==> config.mk <==
export PLATFORM = sky130hd
export DESIGN_NAME = piezo_event_capture
export DESIGN_NICKNAME = d
export VERILOG_FILES = /design/src/rtl/piezo_capture_pkg.sv /design/src/rtl/piezo_evt_fifo.sv /design/src/rtl/piezo_event_capture.sv
export SDC_FILE = /design/constraint.sdc
export NUM_CORES = 1
export LEC_CHECK = 0
export ABC_AREA = 1
export BUFFER_PORTS_ARGS = -buffer_cell sky130_fd_sc_hd__buf_2
export CAP_MARGIN = 10
export CELL_PAD_IN_SITES_DETAIL_PLACEMENT = 1
export CELL_PAD_IN_SITES_GLOBAL_PLACEMENT = 1
export CORE_MARGIN = 2
export CORE_UTILIZATION = 49
export DETAILED_ROUTE_END_ITERATION = 6
export GPL_TIMING_DRIVEN = 1
export HOLD_SLACK_MARGIN = 0.06
export PLACE_DENSITY = 0.84
export RECOVER_POWER = 25
export SYNTH_ARGS = -nofsm -noshare
export SYNTH_HDL_FRONTEND = slang
export SYNTH_SLANG_ARGS = --single-unit
==> constraint.sdc <==
create_clock -name iCLK -period 5.15 [get_ports iCLK]
set_clock_uncertainty 0.05 [all_clocks]
set_input_delay 0.515 -clock iCLK [delete_from_list [all_inputs] [get_ports iCLK]]
set_output_delay 0.515 -clock iCLK [all_outputs]
set_load 0.02 [all_outputs]
==> src/rtl/piezo_capture_pkg.sv <==
// rtl/piezo_capture_pkg.sv - shared widths and event record layout for piezo capture
package piezo_capture_pkg;

    localparam int DEF_CHANNELS = 4;
    localparam int DEF_TIME_W   = 32;

    function automatic int ch_width(input int channels);
        return (channels > 1) ? $clog2(channels) : 1;
    endfunction

    // Event record is {channel, time} with the channel in the MSBs.
    function automatic int evt_width(input int ch_w, input int time_w);
        return ch_w + time_w;
    endfunction

    localparam int DEF_CH_W = ch_width(DEF_CHANNELS);
    localparam int EVT_W    = evt_width(DEF_CH_W, DEF_TIME_W);

    typedef struct packed {
        logic [DEF_CH_W-1:0]   channel;
        logic [DEF_TIME_W-1:0] tstamp;
    } evt_t;

endpackage

==> src/rtl/piezo_evt_fifo.sv <==
// rtl/piezo_evt_fifo.sv - synchronous show-ahead event FIFO with level output
module piezo_evt_fifo #(
    parameter int WIDTH = 34,
    parameter int DEPTH = 16,
    localparam int AW   = $clog2(DEPTH),
    localparam int LW   = $clog2(DEPTH) + 1
) (
    input  logic             clk,
    input  logic             reset,
    input  logic             push,
    input  logic [WIDTH-1:0] push_data,
    output logic             push_ready,
    input  logic             pop,
    output logic             head_valid,
    output logic [WIDTH-1:0] head_data,
    output logic [LW-1:0]    level
);

    logic [WIDTH-1:0] mem_q [DEPTH];
    logic [AW-1:0]    wr_ptr_q, wr_ptr_d;
    logic [AW-1:0]    rd_ptr_q, rd_ptr_d;
    logic [LW-1:0]    level_q, level_d;
    logic             push_ok, pop_ok;

    // A full FIFO still accepts a push when the head leaves in the same cycle.
    always_comb begin
        pop_ok     = pop && (level_q != '0);
        push_ready = (level_q != LW'(DEPTH)) || pop_ok;
    end

    always_comb begin
        push_ok  = push && push_ready;
        wr_ptr_d = push_ok ? wr_ptr_q + 1'b1 : wr_ptr_q;
        rd_ptr_d = pop_ok ? rd_ptr_q + 1'b1 : rd_ptr_q;
        level_d  = level_q;
        if (push_ok && !pop_ok) begin
            level_d = level_q + 1'b1;
        end else if (!push_ok && pop_ok) begin
            level_d = level_q - 1'b1;
        end
    end

    always_ff @(posedge clk) begin
        if (push_ok) begin
            mem_q[wr_ptr_q] <= push_data;
        end
    end

    always_ff @(posedge clk) begin
        if (reset) begin
            wr_ptr_q <= '0;
            rd_ptr_q <= '0;
            level_q  <= '0;
        end else begin
            wr_ptr_q <= wr_ptr_d;
            rd_ptr_q <= rd_ptr_d;
            level_q  <= level_d;
        end
    end

    assign head_valid = (level_q != '0);
    assign head_data  = head_valid ? mem_q[rd_ptr_q] : '0;
    assign level      = level_q;

endmodule

==> src/rtl/piezo_event_capture.sv <==
// rtl/piezo_event_capture.sv - multi-channel piezo edge timestamping front end
module piezo_event_capture
    import piezo_capture_pkg::*;
#(
    parameter int CHANNELS     = 4,
    parameter int TIME_W       = 32,
    parameter int FIFO_DEPTH   = 16,
    parameter int FILTER_LEN   = 4,
    parameter int BLANK_CYCLES = 64,
    localparam int CH_W        = ch_width(CHANNELS),
    localparam int LVL_W       = $clog2(FIFO_DEPTH) + 1
) (
    input  logic                iCLK,
    input  logic                iRESET,
    input  logic [CHANNELS-1:0] iPIEZO_IN,
    input  logic [CHANNELS-1:0] iCH_ENABLE,
    input  logic [TIME_W-1:0]   iTIME,
    input  logic                iTX_ACTIVE,
    output logic                oEVT_VALID,
    input  logic                iEVT_READY,
    output logic [CH_W-1:0]     oEVT_CHANNEL,
    output logic [TIME_W-1:0]   oEVT_TIME,
    output logic [LVL_W-1:0]    oFIFO_LEVEL,
    output logic [15:0]         oOVERFLOW_CNT,
    input  logic                iOVF_CLEAR,
    output logic                oBLANKING
);

    localparam int EVT_WIDTH = evt_width(CH_W, TIME_W);
    localparam int CNT_W     = (FILTER_LEN > 1) ? $clog2(FILTER_LEN) : 1;
    localparam int BLK_W     = (BLANK_CYCLES > 0) ? $clog2(BLANK_CYCLES + 1) : 1;

    logic                 tx_q, tx_d;
    logic [BLK_W-1:0]     blank_cnt_q, blank_cnt_d, blank_eff;
    logic                 blanking;
    logic [CHANNELS-1:0]  pending, drop, take, grant_oh;
    logic [TIME_W-1:0]    ptime [CHANNELS];
    logic [CH_W-1:0]      grant_idx;
    logic [TIME_W-1:0]    grant_time;
    logic                 push_req, push_ready;
    logic [15:0]          ovf_q, ovf_d;
    logic [4:0]           drop_cnt;
    logic [16:0]          ovf_sum;
    logic [EVT_WIDTH-1:0] head_data;
    logic                 head_valid;

    // The guard counter is seen as already loaded in the cycle the fall is detected,
    // so there is no unblanked hole between TX dropping and the guard starting.
    always_comb begin
        tx_d        = iTX_ACTIVE;
        blank_eff   = (tx_q && !iTX_ACTIVE) ? BLK_W'(BLANK_CYCLES) : blank_cnt_q;
        blanking    = iTX_ACTIVE || (blank_eff != '0);
        blank_cnt_d = (iTX_ACTIVE || (blank_eff == '0)) ? '0 : blank_eff - 1'b1;
    end

    for (genvar ch = 0; ch < CHANNELS; ch++) begin : g_ch
        logic              sync1_q, sync1_d, sync2_q, sync2_d;
        logic              filt_q, filt_d, pend_q, pend_d;
        logic [CNT_W-1:0]  cnt_q, cnt_d;
        logic [TIME_W-1:0] t0_q, t0_d, ptime_q, ptime_d, run_t0;
        logic              qualify, evt;

        // run_t0 covers FILTER_LEN=1, where the run starts and qualifies in one cycle.
        always_comb begin
            sync1_d = iPIEZO_IN[ch];
            sync2_d = sync1_q;
            cnt_d   = '0;
            t0_d    = t0_q;
            filt_d  = filt_q;
            qualify = 1'b0;
            run_t0  = (cnt_q == '0) ? iTIME : t0_q;
            if (sync2_q != filt_q) begin
                t0_d = run_t0;
                if (cnt_q == CNT_W'(FILTER_LEN - 1)) begin
                    filt_d  = sync2_q;
                    qualify = 1'b1;
                end else begin
                    cnt_d = cnt_q + 1'b1;
                end
            end
        end

        assign evt = qualify && sync2_q && iCH_ENABLE[ch] && !blanking;

        always_comb begin
            pend_d  = pend_q;
            ptime_d = ptime_q;
            if (evt && !pend_q) begin
                pend_d  = 1'b1;
                ptime_d = run_t0;
            end else if (take[ch]) begin
                pend_d = 1'b0;
            end
        end

        always_ff @(posedge iCLK) begin
            if (iRESET) begin
                sync1_q <= 1'b0;
                sync2_q <= 1'b0;
                filt_q  <= 1'b0;
                cnt_q   <= '0;
                t0_q    <= '0;
                pend_q  <= 1'b0;
                ptime_q <= '0;
            end else begin
                sync1_q <= sync1_d;
                sync2_q <= sync2_d;
                filt_q  <= filt_d;
                cnt_q   <= cnt_d;
                t0_q    <= t0_d;
                pend_q  <= pend_d;
                ptime_q <= ptime_d;
            end
        end

        assign pending[ch] = pend_q;
        assign drop[ch]    = evt && pend_q;
        assign ptime[ch]   = ptime_q;
    end

    always_comb begin
        push_req   = 1'b0;
        grant_idx  = '0;
        grant_time = '0;
        grant_oh   = '0;
        for (int i = 0; i < CHANNELS; i++) begin
            if (pending[i] && !push_req) begin
                push_req     = 1'b1;
                grant_idx    = CH_W'(i);
                grant_time   = ptime[i];
                grant_oh[i]  = 1'b1;
            end
        end
    end

    assign take = grant_oh & {CHANNELS{push_ready}};

    always_comb begin
        drop_cnt = '0;
        for (int i = 0; i < CHANNELS; i++) begin
            drop_cnt = drop_cnt + 5'(drop[i]);
        end
        ovf_sum = {1'b0, ovf_q} + 17'(drop_cnt);
        if (iOVF_CLEAR) begin
            ovf_d = '0;
        end else if (ovf_sum[16]) begin
            ovf_d = 16'hFFFF;
        end else begin
            ovf_d = ovf_sum[15:0];
        end
    end

    always_ff @(posedge iCLK) begin
        if (iRESET) begin
            tx_q        <= 1'b0;
            blank_cnt_q <= '0;
            ovf_q       <= '0;
        end else begin
            tx_q        <= tx_d;
            blank_cnt_q <= blank_cnt_d;
            ovf_q       <= ovf_d;
        end
    end

    piezo_evt_fifo #(
        .WIDTH (EVT_WIDTH),
        .DEPTH (FIFO_DEPTH)
    ) u_fifo (
        .clk        (iCLK),
        .reset      (iRESET),
        .push       (push_req),
        .push_data  ({grant_idx, grant_time}),
        .push_ready (push_ready),
        .pop        (iEVT_READY),
        .head_valid (head_valid),
        .head_data  (head_data),
        .level      (oFIFO_LEVEL)
    );

    assign oEVT_VALID    = head_valid;
    assign oEVT_CHANNEL  = head_data[EVT_WIDTH-1 -: CH_W];
    assign oEVT_TIME     = head_data[TIME_W-1:0];
    assign oOVERFLOW_CNT = ovf_q;
    assign oBLANKING     = blanking;

endmodule

Yosys cells after proc, flatten, opt, wreduce, memory -nomap -nowiden
Memories as Yosys holds them, arrays and structs flattened. A register that Yosys moved wholly into a read port is not among the register bits.
Index checks and enable logic that the tools add are counted.
{ "classes": {"n_addsub": 13, "eq_ne": 9, "muxes": 43, "n_bitwise": 5, "n_reduce_logical": 64} }
{ "op_table": {"columns": ["operator", "count"], "rows": [
  ["$mux W32", 8],
  ["$mux W34", 1],
  ["$logic_and A1 B1 Y1", 28],
  ["$mux W1", 26],
  ["$add A16 B4 Y17", 1],
  ["$mux W16", 1],
  ["$reduce_or A3 Y1", 4],
  ["$logic_not A1 Y1", 11],
  ["$mux W5", 2],
  ["$reduce_bool A2 Y1", 5],
  ["$add A2 B1 Y2 const B", 4],
  ["$add A4 B1 Y4 const B", 2],
  ["$eq A2 B2 Y1 const B", 4],
  ["$logic_not A2 Y1", 4],
  ["$mux W4", 2],
  ["$reduce_and A2 Y1", 4],
  ["$logic_not A7 Y1", 1],
  ["$mux W7", 1],
  ["$reduce_bool A7 Y1", 1],
  ["$sub A7 B1 Y7 const B", 1],
  ["$add A5 B1 Y5 const B", 1],
  ["$ne A5 B5 Y1 const B", 1],
  ["$reduce_bool A5 Y1", 1],
  ["$sub A5 B1 Y5 const B", 1],
  ["9 further kinds", 19]
]} }
{ "word_totals": {"reg_bits": 317, "mem_bits_rw": 544, "in_bits": 45, "out_inout_bits": 57, "wordCells": 169, "memories": 1} }
{ "memory_table": {"columns": ["name", "words", "width", "rd", "rd_clocked_by_memory_dff", "wr", "line", "source"], "rows": [
  ["u_fifo.mem_q", 16, 34, 1, 1, 1, "piezo_evt_fifo.sv:19", "logic [WIDTH-1:0] mem_q [DEPTH];"]
]} }

Longest topological paths before layout
{ "depth": {"ltp_word": 15, "depth_mapped": 23, "depth_no_buf": 19} }

By module
A second synthesis with hierarchy kept.
{ "unflattened": {"hier_cells": 4076, "hier_area_um2": 36976.7} }
{ "modules_own_cells": {"columns": ["module", "n_inst", "cells_per_inst", "area_each_um2", "seq_area_each_um2"], "rows": [
  ["piezo_evt_fifo", 1, 1918, 22666.7, 16676.0],
  ["piezo_event_capture", 1, 2158, 14310.0, 6085.8]
]} }

Worst setup path after synthesis
Ideal clock, no wire load.
{ "synth_timing": {"path_type": "input-to-reg", "from": "in iTX_ACTIVE", "to": "reg ovf_q[15] (netlist: oOVERFLOW_CNT[15])", "setup_ps": 57, "t_arrival_ps": 4231, "t_required_ps": 5043, "path_slack_ps": 812, "path_stages": 23, "n_path_buf": 4, "path_cell_list": "inv_2 nand2_1 clkbuf_1 nand2_1 ha_1 nand3b_1 nor3_2 buf_2 buf_2 nand3_1 fa_1 fa_1 inv_1 fa_1 nand2_1 nor2_1 nand2_1 nor2_1 nand2_1 clkbuf_1 nand3b_1 nand2_1 inv_1"} }
{ "synth_via": {"elab_chain_len": 13, "word_cells_on_any_way": 19, "cone_classes": "add/sub: 4; mux: 2; reduce/logical: 13"} }
{ "synth_lines": {"columns": ["item", "line", "source"], "rows": [
  ["start, declared", "piezo_event_capture.sv:18", "input logic iTX_ACTIVE,"],
  ["$logic_not A1 Y1", "piezo_event_capture.sv:51", "blank_eff = (tx_q && !iTX_ACTIVE) ? BLK_W'(BLANK_CYCLES) : blank_cnt_q;"],
  ["$logic_and A1 B1 Y1", "piezo_event_capture.sv:51", null],
  ["$mux W7", "piezo_event_capture.sv:51", null],
  ["$reduce_bool A7 Y1", "piezo_event_capture.sv:52", "blanking = iTX_ACTIVE || (blank_eff != '0);"],
  ["$logic_or A1 B1 Y1 (*)", "piezo_event_capture.sv:52", null],
  ["$logic_not A1 Y1 (*)", "piezo_event_capture.sv:83", "assign evt = qualify && sync2_q && iCH_ENABLE[ch] && !blanking;"],
  ["$logic_and A1 B1 Y1", "piezo_event_capture.sv:83", null],
  ["$logic_and A1 B1 Y1", "piezo_event_capture.sv:117", "assign drop[ch] = evt && pend_q;"],
  ["$add A1 B1 Y2", "piezo_event_capture.sv:141", "drop_cnt = drop_cnt + 5'(drop[i]);"],
  ["$add A2 B1 Y3", "piezo_event_capture.sv:141", null],
  ["$add A3 B1 Y4 (*)", "piezo_event_capture.sv:141", null],
  ["$add A16 B4 Y17 (*)", "piezo_event_capture.sv:143", "ovf_sum = {1'b0, ovf_q} + 17'(drop_cnt);"],
  ["$mux W16 (*)", "piezo_event_capture.sv:146", "end else if (ovf_sum[16]) begin"],
  ["end signal, assigned", "piezo_event_capture.sv:161", "ovf_q <= ovf_d;"],
  ["end, declared", "piezo_event_capture.sv:41", "logic [15:0] ovf_q, ovf_d;"]
]} }
Every way passes the cells marked *; elsewhere a longest branch is shown, timed or not.
A chain may end at the register's enable or synchronous reset.

==> metrics list <==
- GR Overflow Total: 0
* Violated checks: max-capacitance violations, max-slew violations
* Clock root buffer: sky130_fd_sc_hd__clkbuf_16
- Of the total power, the clock network draws 0.360.
- Layout fillers: 8380
* Placed wire-length estimate after detailed placement: 62.9 mm
* Area of all placed cells without fillers: 41100 um2
- Wirelength, routed: 114 mm
- Count of buffering cells on the critical path with inverters included: 3
* Share of cells above drive strength 1: 0.0793
* Total number of clock tree sinks: 865
- Of the total power, registers draw 0.414.
* Worst slack at placement: 345 ps
- Number of buffers added by the clock tree synthesis step: 89
- Hold crit path type: in -> reg
- In this run the tightest slew margin relative to its limit is -1.22.
- Entering global routing, the biggest net connects between 100 and 150 pins.
- Insertion delay to the later sink of the worst-skew pair: 650 ps
- Final critical-path share of the clock period: 0.893
- Critical path start-end classification: in -> reg
- Of all flip-flops after synthesis, the portion carrying an async set or reset was 0.
- The floorplan has 100 rows.
- The number of failing hold endpoints at the final stage came to 0.
- RSZ-0062 raised after global routing: no
* Die outline height: 277 um
* Number of nets in the layout: 4077
* Vias in the first global route: 31065
- In the final timing run, aggregate negative setup slack is 0 ps.
- The signal on the critical path passes through clkbuf_1, clkinvlp_4, buf_6, o21ai_0, a21oi_1.
- Largest stage delay, worst path: approximately 2000 ps
- Via density: slightly below 6
- Power spread over the standard cell area amounts to 441 nW/um2.
* Placed inst area: 38300 um2
* Maximum level of the CTS H-tree: 3
- In the final routed layout, each cell accounts on average for 22.7 um.
- Crit end category: flip-flop
- Of the total power, the share spent switching nets is 0.324.
* Top Ports: 102
* Number of antenna violations at the first check in global routing: 2
* Fraction of the yosys area taken by sequential cells: 0.621
- Leak Pwr: 16.4 nW
- In this run the cell area of the synthesized design comes to 36600 um2.
- STA classifies the critical path startpoint as an input port.
- The clock passes through at most 3 buffers.
* Number of vias in the routed layout: 29360
- The most used flip-flop cell after synthesis is sky130_fd_sc_hd__edfxtp_1.
- Crit-path slowest cell: sky130_fd_sc_hd__clkinvlp_4
- Crit Path Max Fanout: 115
- The tool flagged a number of max-cap violations equal to 8.
- The first TritonRoute pass finished after 5 iterations.
- For the pin with the worst max-slew slack, the measured transition is around 3300 ps.
* Gate count after technology mapping: 3991
* Ant diodes: 0
- Counting flops and latches in the post-synthesis netlist gives 865.
* Initial cell density of the core: 0.494
* Yosys warns: 0
* Combinational share of power: 0.226
- Maximum resistive drop on vdd: 0.280 mV
- The die is 277 um wide.
* Setup-violating endpoint count in the final report: 0
- The congestion estimate from routability-driven global placement came to roughly 0.76.
- Global routing usage summed across all routing layers: 0.294
* Power Internal: 12.3 mW
- Die area: 77000 um2
- Post-synth cell types: 28
- Once detail routing completed, the nets flagged for antenna violations numbered 0.
* Average cell area after synthesis: a little over 9 um2
- At the worst endpoint, the required time is 5470 ps.
- In the routed design, unresolved DRC markers number 0.
- The analysis attributes to net switching a power of between 5 and 6 mW.
- DRC marker count from the first detailed-route iteration: around 2600
- EDFF count, synth: 544
- TritonCTS built the clock tree.
- Setup slack after layout: 553 ps
- Run status: finished, violations left
- FMAX: 0.218 GHz
* Data arrival time of the critical path: approximately 4900 ps
- Core box area: 74200 um2
* Min Clock Period, post-route: 4600 ps
- The number of pins with negative max-slew slack in the final report is 423.
- Global-route wire length before repair: 177 mm
- Synthesis produced a netlist with a net count of 4060.
- After clock tree synthesis, the clock-pin slew on the worst setup and hold paths is 60 ps.
* Dominant delay contributor by cell family on the critical path: buffers and inverters
- During placement, the flow inserted port buffers numbering 101.
* Area grow syn2layout: 12.2%
worst min-delay path: stages:
cell and delay, ps:
sky130_fd_sc_hd__buf_2 130, sky130_fd_sc_hd__inv_2 100, sky130_fd_sc_hd__nor2_1 50
cell usage in the layout, fill, tap and decap left out, types with 79 or more instances in the layout:
cell type and n:
sky130_fd_sc_hd__inv_1 350, sky130_fd_sc_hd__clkbuf_16 90, sky130_fd_sc_hd__dfxtp_1 317, sky130_fd_sc_hd__buf_2 79
sky130_fd_sc_hd__nand3_1 432, sky130_fd_sc_hd__nor2_1 234, sky130_fd_sc_hd__nand2_1 1017, sky130_fd_sc_hd__o21ai_0 308
sky130_fd_sc_hd__a21oi_1 225, sky130_fd_sc_hd__nand4_1 134, sky130_fd_sc_hd__edfxtp_1 544
power by group through the flow:
stage / Combinational, mW / Sequential, mW / Clock (mW)
6_report: 4.10 / 7.51 / 6.54
2_1_floorplan: 2.72 / 7.60 / 0
3_5_place_dp: 4.04 / 7.66 / 0
3_3_place_gp: 3.94 / 7.65 / 0
4_1_cts: 4.10 / 7.51 / 6.59
5_1_grt: 4.41 / 7.53 / 6.82
routing by layer:
metal / up-vias / wire, um / track usage
met5: - / 7 / 0
met4: 2 / 4400 / 0.120
met3: 301 / 6360 / 0.0364
met2: 1012 / 57900 / 0.529
met1: 14609 / 45800 / 0.358
li1: 13436 / - / -
final cells by class:
type	instances	area (um2)	share of cell area
Inverter	361	1370	0.0333
Tap cell	969	1210	0.0295
Clock buffer	113	2410	0.0586
Timing Repair Buffer	194	1160	0.0282
Multi-Input combinational cell	2497	11700	0.285
Sequential cell	865	22800	0.554
Clock inverter	54	493	0.0120
logic make-up after synthesis:
family,count (synthesis),synth area share
simple gates,1850,0.214
flops,865,0.621
buf+inv,629,0.0649
compound gates,604,0.0860
fa+ha+maj,24,0.00901
xor+xnor,19,0.00454
per-stage QoR:
step	power, mW	hold WS (ps)	instances	utilization
after floorplan	10.3	338	3991	-
after global placement	11.6	340	4882	0.516
after detailed placement	11.7	349	4882	0.516
after CTS	18.2	137	5053	0.556
after global routing	18.8	180	5053	0.554
final	18.2	172	5053	0.554
path summary, 6_finish.rpt:
kind | cells past startpoint | from | end | slack (ps)
worst max register to register | 18 | tx_q$_SDFF_PP0_ | oOVERFLOW_CNT[14]$_SDFF_PP0_ | 800
worst max-delay path | 5 | iRESET | g_ch[2].t0_q[14]$_SDFFE_PP0N_ | 550
worst min-delay path | 3 | iTX_ACTIVE | tx_q$_SDFF_PP0_ | 170
worst min register to register | 2 | g_ch[2].sync1_q$_SDFF_PP0_ | g_ch[2].sync2_q$_SDFF_PP0_ | 350
state kept, by name, indices dropped and copies added (netlist names), named ones only:
signal / cells
blank_cnt_q: 7
g_ch.cnt_q: 8
g_ch.filt_q: 4
g_ch.pend_q: 4
g_ch.ptime_q: 128
g_ch.sync1_q: 4
g_ch.sync2_q: 4
g_ch.t0_q: 128
oOVERFLOW_CNT: 16
tx_q: 1
u_fifo.level: 5
u_fifo.mem_q: 544
u_fifo.rd_ptr_q: 4
u_fifo.wr_ptr_q: 4
cells in the mapped netlist, drive strengths merged, types with 5 or more instances:
cell,number,area (um2)
nand2,1018,3820
edfxtp,544,16300
nand3,432,2160
inv,356,1340
dfxtp,321,6430
o21ai,310,1550
nor2,254,953
a21oi,225,1130
clkbuf,216,811
nand4,134,838
buf,52,211
o21a,34,255
o22ai,32,200
ha,20,250
xor2,13,114
xnor2,6,52.6
clkinv,5,18.8
nor3,5,30.0
timing repair:
| action | in CTS | in global routing |
|---|---|---|
| hold buffers | 4 | 0 |
| endpoints found under the hold margin | 4 | 0 |
| setup buffers | 0 | 0 |
| resized for setup | 0 | 0 |
No activity file was read; power rests on OpenSTA's default activity.
